## src/rtl/alu_pkg.sv

```systemverilog
// Shared ALU package: default half-word width, ALU op codes and divider FSM states.
package alu_pkg;

  localparam int PART_LEN_DFLT = 8;

  localparam logic [1:0] OPP_ASN = 2'd0;
  localparam logic [1:0] OPP_MUL = 2'd1;
  localparam logic [1:0] OPP_DIV = 2'd2;

  typedef enum logic [1:0] {
    DIV_IDLE,
    DIV_BUSY,
    DIV_DONE
  } div_state_t;

endpackage

```

## src/rtl/alu_div_step.sv

```systemverilog
// One restoring-division iteration: shift the next dividend bit into the partial
// remainder, trial-subtract the divisor, keep the difference if it did not borrow.
module alu_div_step #(
  parameter int W = 16
) (
  input  logic [W-1:0] i_prem,
  input  logic         i_msb,
  input  logic [W-1:0] i_dvs,
  output logic [W-1:0] o_prem,
  output logic         o_qbit
);

  logic [W:0]   w_sh;
  logic [W+1:0] w_diff;

  assign w_sh   = {i_prem, i_msb};
  assign w_diff = {1'b0, w_sh} - {2'b00, i_dvs};
  assign o_qbit = ~w_diff[W+1];
  // prem < divisor on entry, so a kept difference always fits in W bits
  assign o_prem = o_qbit ? w_diff[W-1:0] : w_sh[W-1:0];

endmodule

```

## src/rtl/alu_seq_divider.sv

```systemverilog
// Sequential restoring divider, one quotient bit per clock, valid/ready on both sides.
// Define ALU_DIV_SIGNED_EN for two's-complement operands (truncating division).
module alu_seq_divider
  import alu_pkg::*;
#(
  parameter int PART_LEN = PART_LEN_DFLT
) (
  input  logic                    clk,
  input  logic                    rstn,
  input  logic                    in_valid,
  output logic                    in_ready,
  input  logic [2*PART_LEN-1:0]   a,
  input  logic [2*PART_LEN-1:0]   b,
  output logic                    out_valid,
  input  logic                    out_ready,
  output logic [2*PART_LEN-1:0]   quot,
  output logic [2*PART_LEN-1:0]   rem,
  output logic                    div_by_zero
);

  localparam int W  = 2 * PART_LEN;
  localparam int CW = $clog2(W);

  div_state_t    r_state;
  logic [CW-1:0] r_cnt;
  logic [W-1:0]  r_prem, r_dvd, r_dvs;
  logic [W-1:0]  r_quot, r_rem;
  logic          r_dbz;

  logic [W-1:0]  w_prem_nxt, w_quot_raw;
  logic [W-1:0]  w_a_mag, w_b_mag, w_quot_fin, w_rem_fin;
  logic          w_qbit;

  alu_div_step #(.W(W)) u_step (
    .i_prem (r_prem),
    .i_msb  (r_dvd[W-1]),
    .i_dvs  (r_dvs),
    .o_prem (w_prem_nxt),
    .o_qbit (w_qbit)
  );

  // quotient bits shift into the vacated low end of the dividend register
  assign w_quot_raw = {r_dvd[W-2:0], w_qbit};

`ifdef ALU_DIV_SIGNED_EN
  logic r_neg_q, r_neg_r;

  assign w_a_mag    = a[W-1] ? (~a + 1'b1) : a;
  assign w_b_mag    = b[W-1] ? (~b + 1'b1) : b;
  assign w_quot_fin = r_neg_q ? (~w_quot_raw + 1'b1) : w_quot_raw;
  assign w_rem_fin  = r_neg_r ? (~w_prem_nxt + 1'b1) : w_prem_nxt;
`else
  assign w_a_mag    = a;
  assign w_b_mag    = b;
  assign w_quot_fin = w_quot_raw;
  assign w_rem_fin  = w_prem_nxt;
`endif

  always_ff @(posedge clk or negedge rstn) begin
    if (!rstn) begin
      r_state <= DIV_IDLE;
      r_cnt   <= '0;
      r_prem  <= '0;
      r_dvd   <= '0;
      r_dvs   <= '0;
      r_quot  <= '0;
      r_rem   <= '0;
      r_dbz   <= 1'b0;
`ifdef ALU_DIV_SIGNED_EN
      r_neg_q <= 1'b0;
      r_neg_r <= 1'b0;
`endif
    end else begin
      case (r_state)
        DIV_IDLE: begin
          if (in_valid) begin
            if (b == '0) begin
              r_quot  <= '1;
              r_rem   <= a;
              r_dbz   <= 1'b1;
              r_state <= DIV_DONE;
            end else begin
              r_dvd   <= w_a_mag;
              r_dvs   <= w_b_mag;
              r_prem  <= '0;
              r_cnt   <= CW'(W - 1);
              r_state <= DIV_BUSY;
`ifdef ALU_DIV_SIGNED_EN
              r_neg_q <= a[W-1] ^ b[W-1];
              r_neg_r <= a[W-1];
`endif
            end
          end
        end
        DIV_BUSY: begin
          r_prem <= w_prem_nxt;
          r_dvd  <= w_quot_raw;
          r_cnt  <= r_cnt - 1'b1;
          if (r_cnt == '0) begin
            r_quot  <= w_quot_fin;
            r_rem   <= w_rem_fin;
            r_dbz   <= 1'b0;
            r_state <= DIV_DONE;
          end
        end
        DIV_DONE: begin
          if (out_ready) r_state <= DIV_IDLE;
        end
        default: r_state <= DIV_IDLE;
      endcase
    end
  end

  // gate with rstn so in_ready stays low for the whole reset pulse
  assign in_ready    = rstn && (r_state == DIV_IDLE);
  assign out_valid   = (r_state == DIV_DONE);
  assign quot        = r_quot;
  assign rem         = r_rem;
  assign div_by_zero = r_dbz;

endmodule

```

## config.mk

```make
export PLATFORM = sky130hd
export DESIGN_NAME = alu_seq_divider
export DESIGN_NICKNAME = d
export VERILOG_FILES = /design/src/rtl/alu_pkg.sv /design/src/rtl/alu_div_step.sv /design/src/rtl/alu_seq_divider.sv
export SDC_FILE = /design/constraint.sdc
export NUM_CORES = 1
export LEC_CHECK = 0
export CORE_ASPECT_RATIO = 0.8
export CORE_UTILIZATION = 48
export CTS_BUF_LIST = sky130_fd_sc_hd__clkbuf_4
export DETAILED_ROUTE_END_ITERATION = 12
export PLACE_DENSITY = 0.68
export RECOVER_POWER = 100
export SLEW_MARGIN = 30
export SYNTH_ARGS = -nofsm -noshare
export SYNTH_HDL_FRONTEND = slang
export SYNTH_HIERARCHICAL = 1
export SYNTH_SLANG_ARGS = --single-unit
```

## constraint.sdc

```tcl
create_clock -name clk -period 7.06 [get_ports clk]
set_clock_uncertainty 0.15 [all_clocks]
set_input_delay 0.706 -clock clk [delete_from_list [all_inputs] [get_ports clk]]
set_output_delay 0.706 -clock clk [all_outputs]
set_load 0.005 [all_outputs]
```

==> reports/qor.csv <==
metric,value,unit
grt_pass1_vias,3739,
yosysMostFrequentCell,dfrtp_1,
syn2layout_area_growth,15.8,%
max_stage_delay,1960,ps
synthFlopType,dfrtp_1,
insertedDiodeCount,0,
status,"finished, violations left",
grt-ovfl-total,0,
synthMuxAreaShare,12.3,%
cts_sinks,87,
synth_warnings,6,
dp_cells,652,
design_area,5690,um2
synth.net_count,520,
synth_cell_types,60,
syn_inst,466,
setup_tns,0,ps
ys_seq_elements,87,
ys_seq_area_share,44.3,%
cap_violations,3,
synth-xor-area-share,1.60,%
clockBufferDepth,2,
vias_per_cell,5.72,
antenna_found_initial,0,
regArea,2180,um2
finish.utilization,58.0,%
rsz0062_at_grt,false,
synth_top_area_share,44.3,%
core_area,9810,um2
io_pins,71,
ys_top_cells_by_count,"dfrtp_1, nand2_1, o21ai_0",
worst_ep_arrival_time,4390,ps
min_period,4290,ps
port_buffers,70,
num-nets-final,582,
setup_violations,0,
dpl_cell_area,5660,um2
wl_met3,602,um
slowest_stage,o31ai_1,
avgSynthCellArea,10.5,um2
cts_resized,0,
vdd_drop_max,268,uV
wl_met2,5.04,mm
netlist_area,4910,um2
first_pass_iters,5,
cts_hold_buffers,0,
start_util,50.1,%
violations,"capacitance limit, slew limit",
hold_viol_final,0,
synth_compound_area_share,20.2,%
chipHeight,92.5,um
period_share,60.8,%
drt_iter0_drc,269,
die_w,115,um
cts_tree,built,
path_class,primary input to flop,
numCtsBuffers,9,
fp-row-count,32,
dp_hpwl,8.32,mm
grt_first_pass_wirelength,19.3,mm
leakagePower,2.49,nW
clock-root-buffer,clkbuf_4,
async_flop_share,100,%
power_per_cell_area,520,nW/um2
htree_levels,3,
routed.top_layer,met4,
maxSlewViolCount,63,
worstSetupStartpointType,primary input,
worstPathCellList,dlygate4sd3_1 > nor4_1 > nand4_1 > o31ai_1 > o21ai_0,
whs,347,ps
drc,0,
synth_top_family_by_area,compound AO/OA/AOI/OAI gates,
synth-simple-area-share,11.8,%
post_synth_fa_ha_maj_area_fraction,4.74,%
cp_max_fo,18,
vias,3812,
cts_setup_buffers,0,
track_usage,23.9,%
netlist.top_cell.by_area,dfrtp_1,
synth_area_leaders,"dfrtp_1, mux2_2, mux2_4, o21ai_0, nand2_1",
multi_input_area,2410,um2
wl_met1,5.89,mm
hold_path.class,flop to flop,
antenna_left,0,
drive_above_1_share,11.1,%
dieArea,10600,um2
cp.required,7150,ps
clk_pin_slew,130,ps
final_cells,667,
critPathCaptureType,flop,
clkLatencyLatePin,450,ps
fmax,233,MHz
post_drt_wl_per_cell,17.5,um
grt_start_max_net_pins,56,
slew_headroom,-64.4,%
worstMarginPinSlew,2440,ps
drt-total-wl,11.7,mm
synth_enable_flop_cells,0,
n_fill_cell,893,
routabilityCongestion,0.834,
-- flip-flops by register name, indices dropped and copies added (netlist names) --
signal and count:
rem 16, r_dvd 16, r_prem 16, r_cnt 4
div_by_zero 1, r_dvs 16, r_state 2, quot 16
-- worst max-delay path, delay by kind of cell --
| kind | cells | cell delay (ps) |
|---|---|---|
| AND/OR/NAND/NOR | 2 | 930 |
| AO/OA/AOI/OAI | 2 | 2190 |
| buffers and inverters | 1 | 550 |
-- layout by cell type, fill, tap and decap left out, types with 4 or more instances in the layout --
cell | Yosys | final
a211oi_1 | 4 | 4
a21boi_0 | 16 | 16
a21o_1 | 5 | 5
a21oi_1 | 10 | 11
a22o_1 | 16 | 16
and2_1 | 5 | 4
clkbuf_4 | 0 | 10
clkdlybuf4s50_1 | 0 | 34
dfrtp_1 | 87 | 87
dlygate4sd3_1 | 0 | 35
ha_1 | 17 | 17
inv_1 | 23 | 23
mux2_1 | 1 | 13
mux2_2 | 29 | 26
mux2_4 | 15 | 6
mux2i_1 | 4 | 4
nand2_1 | 59 | 59
nand2b_1 | 4 | 4
nand3_1 | 5 | 5
nor2_1 | 19 | 19
nor3_1 | 5 | 5
o21a_1 | 5 | 5
o21ai_0 | 45 | 46
o22a_1 | 16 | 16
xor2_1 | 7 | 7
-- path summary, 6_finish.rpt --
check,slack [ps],end,depth (start not counted),startpoint
min in group asynchronous,590,r_dvs[10],1,rstn
worst min-delay path,350,quot[8],1,quot[8]
worst max-delay path,2770,r_cnt[0],5,b[9]
worst max register to register,2790,rem[7],10,r_prem[9]
max in group asynchronous,4600,r_cnt[3],2,rstn
worst min register to register,350,quot[8],1,quot[8]
-- metal layers --
metal  global-route usage (%)  up-vias
met4                     5.19        0
met1                     35.3     1886
met5                        0        -
met3                     5.82       12
met2                     35.2      118
li1                         -     1796
-- logic make-up (layout without fill, tap and decap cells) --
group / Yosys count / count (layout)
AO/OA/AOI/OAI: 139 / 139
AND/OR/NAND/NOR: 117 / 117
flip-flops: 87 / 87
multiplexers: 49 / 49
buffers and inverters: 47 / 112
adder cells (fa/ha/maj): 18 / 18
XOR/XNOR: 9 / 9
-- layout make-up --
class,instances,share of cell area (%)
Clock buffer,10,1.32
Clock inverter,4,0.858
Inverter,23,1.52
Multi-Input combinational cell,332,42.3
Sequential cell,87,38.3
Tap cell,136,2.99
Timing Repair Buffer,75,12.7
-- power breakdown --
part / internal, W / switching [W]
Combinational: 0.000863 / 0.000961
Sequential: 0.000707 / 0.000149
Clock: 0.000108 / 0.000169
-- stage by stage --
stage | worst slack (ps) | power (W)
finish | 2770 | 0.00296
global route | 2490 | 0.00319
CTS | 3750 | 0.00306
detailed placement | 3780 | 0.00277
global placement | 3590 | 0.00274
floorplan | 4390 | 0.00232
(Power assumes the default switching activity.)
==> patch: new RTL, same settings <==
Build with the macro `ALU_DIV_SIGNED_EN` defined.
--- a/src/rtl/alu_seq_divider.sv
+++ b/src/rtl/alu_seq_divider.sv
@@ -1,4 +1,6 @@
 // Sequential restoring divider, one quotient bit per clock, valid/ready on both sides.
 // Define ALU_DIV_SIGNED_EN for two's-complement operands (truncating division).
+`define ALU_DIV_SIGNED_EN
+
 module alu_seq_divider
   import alu_pkg::*;
Formal check against the unedited RTL: same outputs for any inputs over 10 cycles, from zero or initial values and one cycle with rstn low; that may be too few to reach the edited logic, so the function may still have changed.
==> patch against the unedited design <==
- the run still ends with max-capacitance violations, max-slew violations left
- via count rose by 39%
- area after synthesis rose by 24%
- first-iteration DRC count grew 83%
- design area grew 21%
- sequential cell count increased by 2
- total power increased by 28%
- worst setup slack worse by 0.77 ns
- wire length up 37%
- critical path type is now reg -> reg
- critical endpoint is now rem[10]$_DFFE_PN0P_
- largest cell class unchanged
==> patch: results (changes against the unedited design) <==
[run_status]
status = finished with violations  ; unchanged
violations = max-capacitance violations, max-slew violations  ; unchanged

[sta]
slew_viol_final = 100  ; was 63
whs_ns = 0.345  ; was 0.347 ns

[setup_path]
r2r_end = rem[10]$_DFFE_PN0P_  ; was rem[7]$_DFFE_PN0P_
worst-path-max-fanout = 17  ; was 18
cp.arrival_ns = 5.26  ; was 4.39 ns
reg2reg_depth = 12  ; was 10
cpLargestDelayFamily = simple AND/OR/NAND/NOR gates  ; was compound AO/OA/AOI/OAI gates

[logic_synthesis]
synth.distinct_cells = 68  ; was 60
synth-xor-area-share_pct = 9.20  ; was 1.60%
syn-num-nets = 747  ; was 520
synth_compound_area_share_pct = 21.1  ; was 20.2%

[placement]
gp_congestion = 0.899  ; was 0.834

[detailed_routing]
wl_met2_um = 7100  ; was 5040 um
avgRoutedWirePerCell_um = 17.5  ; about the same
firstDrtPassIters = 4  ; was 5
via_count = 5298  ; was 3812
drt_wl_total_um = 16000  ; was 11700 um
m1WireLength_um = 7990  ; was 5890 um
drtIter0Drc = 493  ; was 269

[grt]
met3_usage_pct = 4.77  ; was 5.82%

[power]
powerClk_mw = 0.241  ; was 0.277 mW

[worst_hold_path]
hold_path.startpoint = r_dvs[14]$_DFFE_PN0P_  ; was quot[8]$_DFFE_PN0P_

[job]
maxCapViolations = 3  ; unchanged

[patch: cell count changes in the layout (fill, tap and decap cells not counted), moves of 14 or more]
cell	before	now
xor2_1	7	36
a22o_1	16	0
xnor2_1	2	28
nand3_1	5	32
mux2_2	26	10
nand2_1	59	93
inv_1	23	38
a21boi_0	16	2
o21ai_0	46	76
o31ai_1	2	19
[patch: worst reg2reg max path: stages (launching register included)]
cell and delay, ns:
dfrtp_1 0.42, ha_1 0.43, a21oi_1 0.18, and2b_1 0.20
a31oi_1 0.23, o2111a_1 0.31, or2_0 0.90, mux2_1 0.47
or4_1 0.69, o31ai_1 0.33, xor2_1 0.23, o21ai_0 0.12
mux2_2 0.29
[patch: layout make-up]
cell class	count	area [um2]	share of cell area (%)
repair buffers	75	721	10.4
clock inverters	5	25.0	0.362
flip-flops and latches	89	2230	32.2
well taps	171	214	3.10
clock buffers	9	67.6	0.978
multi-input cells	523	3510	50.8
inverters	38	143	2.06
